--- src/rtl/irq_controller.sv ---
// irq_controller: collects 16 peripheral event lines into pending flags,
// arbitrates them by per-pair programmable priority and drives the CPU
// interrupt level. During the acknowledge phase it returns the vector number.
//
// Optional feature macro: IRQ_CTRL_AUTO_CLEAR_EN
//   defined   - entering ACK with a real winner clears that source's flag
//   undefined - flags clear only through software write-1-to-clear
//
// Ports:
//   clk, reset (async, active-low)
//   bus_write, bus_read, bus_address_in[23:0], bus_data_in[7:0] : register bus
//   bus_data_out[7:0]  : read data or vector, 8'h00 when not addressed
//   src[15:0]          : raw event lines, rising edge sets the flag
//   iack               : CPU interrupt acknowledge
//   read_interrupt_vector : CPU vector-fetch phase
//   irq[3:0]           : one-hot level 3..1 in bits 3..1, bit 0 always 0
//
// Register map (BASE_ADDR + offset):
//   0 PRI_LO, 1 PRI_HI, 3 EN_LO, 4 EN_HI, 7 FLAG_LO, 8 FLAG_HI (W1C)
//   2, 5, 6 read as 0 and ignore writes

module irq_controller #(
    parameter logic [23:0] BASE_ADDR  = 24'h2020,
    parameter logic [7:0]  VEC_OFFSET = 8'd3
) (
    input  logic        clk,
    input  logic        reset,
    input  logic        bus_write,
    input  logic        bus_read,
    input  logic [23:0] bus_address_in,
    input  logic [7:0]  bus_data_in,
    output logic [7:0]  bus_data_out,
    input  logic [15:0] src,
    input  logic        iack,
    input  logic        read_interrupt_vector,
    output logic [3:0]  irq
);

    localparam int unsigned NUM_SRC  = 16;
    localparam int unsigned ADDR_W   = 24;
    localparam int unsigned DATA_W   = 8;
    localparam int unsigned IDX_W    = 4;
    localparam int unsigned LVL_W    = 2;
    localparam int unsigned WIN_SIZE = 9;

    typedef enum logic {
        ST_IDLE = 1'b0,
        ST_ACK  = 1'b1
    } state_t;

    state_t               state_q, state_d;
    logic [NUM_SRC-1:0]   pri_q;
    logic [NUM_SRC-1:0]   en_q;
    logic [NUM_SRC-1:0]   flag_q;
    logic [NUM_SRC-1:0]   src_q;
    logic [NUM_SRC-1:0]   rise_q;
    logic [NUM_SRC-1:0]   flag_clr;
    logic [IDX_W-1:0]     ack_idx_q;
    logic [LVL_W-1:0]     ack_lvl_q;
    logic                 ack_spur_q;

    logic [ADDR_W-1:0]    offset;
    logic                 hit;
    logic [3:0]           reg_sel;
    logic                 wr;
    logic [DATA_W-1:0]    reg_rd;

    logic                 win_valid;
    logic [IDX_W-1:0]     win_idx;
    logic [LVL_W-1:0]     win_lvl;
    logic                 ack_entry;

    // Level to one-hot irq encoding; level 0 means no request.
    function automatic logic [3:0] lvl_onehot(input logic [LVL_W-1:0] lvl);
        logic [3:0] oh;
        case (lvl)
            2'd1:    oh = 4'b0010;
            2'd2:    oh = 4'b0100;
            2'd3:    oh = 4'b1000;
            default: oh = 4'b0000;
        endcase
        return oh;
    endfunction

    // Address decode of the 9-byte window.
    assign offset  = bus_address_in - BASE_ADDR;
    assign hit     = (offset < ADDR_W'(WIN_SIZE));
    assign reg_sel = offset[3:0];
    assign wr      = bus_write && hit;

    // Highest priority wins; strict '>' keeps the lowest index on ties.
    always_comb begin
        win_valid = 1'b0;
        win_idx   = '0;
        win_lvl   = '0;
        for (int unsigned i = 0; i < NUM_SRC; i++) begin
            if (flag_q[i] && en_q[i] && (pri_q[2*(i/2) +: 2] > win_lvl)) begin
                win_valid = 1'b1;
                win_idx   = IDX_W'(i);
                win_lvl   = pri_q[2*(i/2) +: 2];
            end
        end
    end

    assign ack_entry = (state_q == ST_IDLE) && iack;

    // Flag clear requests: software W1C plus optional clear on acknowledge.
    always_comb begin
        flag_clr = '0;
        if (wr && (reg_sel == 4'h7)) flag_clr[7:0]  = bus_data_in;
        if (wr && (reg_sel == 4'h8)) flag_clr[15:8] = bus_data_in;
`ifdef IRQ_CTRL_AUTO_CLEAR_EN
        if (ack_entry && win_valid) flag_clr[win_idx] = 1'b1;
`endif
    end

    // FSM state register.
    always_ff @(posedge clk or negedge reset) begin
        if (!reset) state_q <= ST_IDLE;
        else        state_q <= state_d;
    end

    // FSM next state.
    always_comb begin
        state_d = state_q;
        case (state_q)
            ST_IDLE: if (iack)  state_d = ST_ACK;
            ST_ACK:  if (!iack) state_d = ST_IDLE;
            default: state_d = ST_IDLE;
        endcase
    end

    // Registers, edge detection, acknowledge latch and registered irq.
    always_ff @(posedge clk or negedge reset) begin
        if (!reset) begin
            pri_q      <= '0;
            en_q       <= '0;
            flag_q     <= '0;
            src_q      <= '0;
            rise_q     <= '0;
            ack_idx_q  <= '0;
            ack_lvl_q  <= '0;
            ack_spur_q <= 1'b0;
            irq        <= '0;
        end else begin
            src_q  <= src;
            rise_q <= src & ~src_q;
            // A set arriving with a clear wins.
            flag_q <= (flag_q & ~flag_clr) | rise_q;
            if (wr && (reg_sel == 4'h0)) pri_q[7:0]  <= bus_data_in;
            if (wr && (reg_sel == 4'h1)) pri_q[15:8] <= bus_data_in;
            if (wr && (reg_sel == 4'h3)) en_q[7:0]   <= bus_data_in;
            if (wr && (reg_sel == 4'h4)) en_q[15:8]  <= bus_data_in;
            if (ack_entry) begin
                ack_idx_q  <= win_idx;
                ack_lvl_q  <= win_lvl;
                ack_spur_q <= !win_valid;
            end
            // In ACK the request level stays at the latched value.
            irq <= lvl_onehot((state_q == ST_IDLE) ? win_lvl : ack_lvl_q);
        end
    end

    // Register read mux.
    always_comb begin
        reg_rd = '0;
        case (reg_sel)
            4'h0:    reg_rd = pri_q[7:0];
            4'h1:    reg_rd = pri_q[15:8];
            4'h3:    reg_rd = en_q[7:0];
            4'h4:    reg_rd = en_q[15:8];
            4'h7:    reg_rd = flag_q[7:0];
            4'h8:    reg_rd = flag_q[15:8];
            default: reg_rd = '0;
        endcase
    end

    // Vector fetch takes precedence over register reads; idle bus reads 0.
    always_comb begin
        bus_data_out = '0;
        if ((state_q == ST_ACK) && read_interrupt_vector && bus_read) begin
            bus_data_out = ack_spur_q ? 8'hFF : (VEC_OFFSET + DATA_W'(ack_idx_q));
        end else if (bus_read && hit) begin
            bus_data_out = reg_rd;
        end
    end

endmodule

--- config.mk ---
export PLATFORM = sky130hd
export DESIGN_NAME = irq_controller
export DESIGN_NICKNAME = d
export VERILOG_FILES = /design/src/rtl/irq_controller.sv
export SDC_FILE = /design/constraint.sdc
export NUM_CORES = 1
export LEC_CHECK = 0
export CAP_MARGIN = 0
export CELL_PAD_IN_SITES_DETAIL_PLACEMENT = 0
export CELL_PAD_IN_SITES_GLOBAL_PLACEMENT = 2
export CORE_ASPECT_RATIO = 2
export CORE_UTILIZATION = 36
export DETAILED_ROUTE_END_ITERATION = 6
export PLACE_DENSITY_LB_ADDON = 0.1
export SYNTH_ARGS = -nofsm -noshare
export SYNTH_HDL_FRONTEND = slang
export SYNTH_SLANG_ARGS = --single-unit
--- constraint.sdc ---
create_clock -name clk -period 20.1 [get_ports clk]
set_clock_uncertainty 0.05 [all_clocks]
set_input_delay 4.02 -clock clk [delete_from_list [all_inputs] [get_ports clk]]
set_output_delay 4.02 -clock clk [all_outputs]
set_load 0.01 [all_outputs]
==> results.tsv <==
metric	value	unit
grt_start_max_net_pins	57	
timing.rr.start	en_q[0]	
start_util	37.1	%
wire_per_inst	19.9	um
arrival	19250	ps
syn-num-nets	618	
num_vias	4652	
io_buffers	64	
ys.warnings.count	0	
finalNetCount	692	
antenna_found_initial	0	
path_clk_slew	80	ps
clock_sinks	91	
fin_cells	817	
setup-tns-final	0	ps
dieWidth	88.4	um
viasPerCell	5.69	
max_stage_delay	510	ps
path_common_cell	ha_1	
synth_area_leaders	dfrtp_1 42%, mux2_2 8.2%, ha_1 4.2%	
finalMaxSlewViolations	0	
ir_worst_vdd	74.5	uV
yosysSeqAreaShare	42.4	%
postSynthCellCount	546	
synth_cell_types	74	
totalWireLength	16.3	mm
coreArea	0.0145	mm2
io-pin-count	66	
die_area	0.0155	mm2
diodes	0	
synth_edf_count	0	
fillers	1414	
post-place-cells	797	
critPathLaunch	en_q[0]	
syn_area	0.00538	mm2
grt_pass1_vias	4761	
regArea	0.00228	mm2
syn_avg_cell_area	9.85	um2
powerDensity	59.1	mW/mm2
grt_setup_unrepaired	false	
drive_gt1_share	16.3	%
area_growth	23.8	%
final_area	0.00666	mm2
period_minus_slack	19060	ps
hpwl	12.8	mm
gr-total-overflow	0	
synth_top_area_share	42.4	%
ys_ff_latch	91	
cp_slowest_cell	or4bb_1	
synth_top_area_cell	dfrtp_1	
clk_path_buf_depth	2	
drc	0	
track_usage	22.1	%
crit_path_start_kind	flop	
crit_buf_inv	2	
cts_tree	done	
min_path_type	reg2reg	
yosysMostFrequentCell	dfrtp_1	
cts_buffers	9	
clk_latency	350	ps
drt_iter0_drc	288	
placed_area	0.00627	mm2
worstSetupEndpointType	flop	
hold_viol	0	
leakagePower	2.74	nW
die_y	175	um
clockRootBuffer	clkbuf_16	
ant_nets	0	
multi_input_area	0.00297	mm2
fin_crit_sh	94.8	%
timing.fmax	0.0525	GHz
worstPathRequired	20290	ps
netlist_top_cells_count	91 x dfrtp_1, 46 x nand2_1, 40 x o21ai_0, 39 x mux2_2, 38 x inv_1	
htree_levels	3	
worst_slew_pin_slew	999	ps
maxSlewHeadroom	32.8	%
drt_pass1_iterations	7	
criticalPathCategory	reg2reg	
setup_ws	1040	ps
final-setup-viol-count	0	
async_reset_ff_share	100	%
hold_path.startpoint	src_q[8]	
synthFlopType	dfrtp_1	
maxCapViolCount	0	
pre_cts_ws	341	ps
rows	62	
cp_max_fo	7	
whs	342	ps
status	complete, no violations	
place_congestion	0.870	
grt_first_pass_wirelength	25.3	mm
cpLargestDelayFamily	compound AO/OA/AOI/OAI gates	
through the flow:
stage | total power [mW] | utilization [%]
final | 0.393 | 45.9
after global routing | 0.407 | 45.9
after CTS | 0.399 | 45.2
after detailed placement | 0.227 | 43.2
after global placement | 0.226 | 43.2
after floorplan | 0.204 | -
timing repair:
action | in CTS | in global routing
gates resized for setup | 0 | 16
buffers inserted | 0 | 4
setup endpoints to repair | 0 | 10
hold buffers | 0 | 0
worst register-to-register path: cells and delay by family, from the launching register on:
kind                     cells  cell delay [ps]
multiplexers                 7             2200
flip-flops                   1              420
buffers and inverters        2              270
AO/OA/AOI/OAI               33             6060
adder cells (fa/ha/maj)     16             4630
AND/OR/NAND/NOR             25             5330
where the power goes:
part	total, mW	internal (mW)	switching, mW
Sequential	0.189	0.187	0.00215
Clock	0.171	0.0875	0.0834
Combinational	0.0336	0.0158	0.0177
Total	0.393	0.290	0.103
metal layers:
layer	track usage [%]	part of all wire (%)
met1	23.0	36
met2	42.3	57
met3	2.93	3.3
met4	9.14	3.3
met5	0	0
placed cells by master, fill, tap and decap left out, types with 18 or more instances in the layout:
cell type and n:
a31oi_1 20, clkdlybuf4s50_1 63, dfrtp_1 91, ha_1 18, inv_1 38, mux2_2 39, nand2_1 44, nor2_1 37
nor2b_1 18, o21ai_0 37
layout make-up:
| type | instances | share of cell area [%] |
|---|---|---|
| clock inverter | 7 | 1.05 |
| tap | 192 | 3.61 |
| sequential | 91 | 34.2 |
| timing repair buffer | 76 | 10.9 |
| inverter | 38 | 2.14 |
| multi-input combinational | 404 | 44.7 |
| clock buffer | 9 | 3.38 |
worst paths after layout:
check                           depth (start not counted)         to  slack [ps]
worst max-delay path                                   83     irq[2]        1040
worst min-delay path                                    1  rise_q[8]         340
worst min register to register                          1  rise_q[8]         340
min in group asynchronous                               1     irq[2]        3570
max in group asynchronous                               2   pri_q[3]       15330
worst max register to register                         83     irq[2]        1040
state kept, by name (all words and copies together) (netlist names):
name / flops
en_q: 16
flag_q: 16
pri_q: 16
rise_q: 16
src_q: 16
ack_idx_q: 4
irq: 3
ack_lvl_q: 2
ack_spur_q: 1
state_q: 1
kinds of logic (layout without fill, tap and decap cells):
family	Yosys count	in the layout	synth area share (%)
adders and majority gates	20	20	4.56
muxes	51	51	10.4
and+or+nand+nor	169	169	17.2
AOI/OAI and AO/OA	159	159	21.1
xor gates and xnor gates	4	4	0.652
DFF	91	91	42.4
other	1	1	0.0697
buffers and inverters	51	130	3.63
No activity file was read; power rests on OpenSTA's default activity.
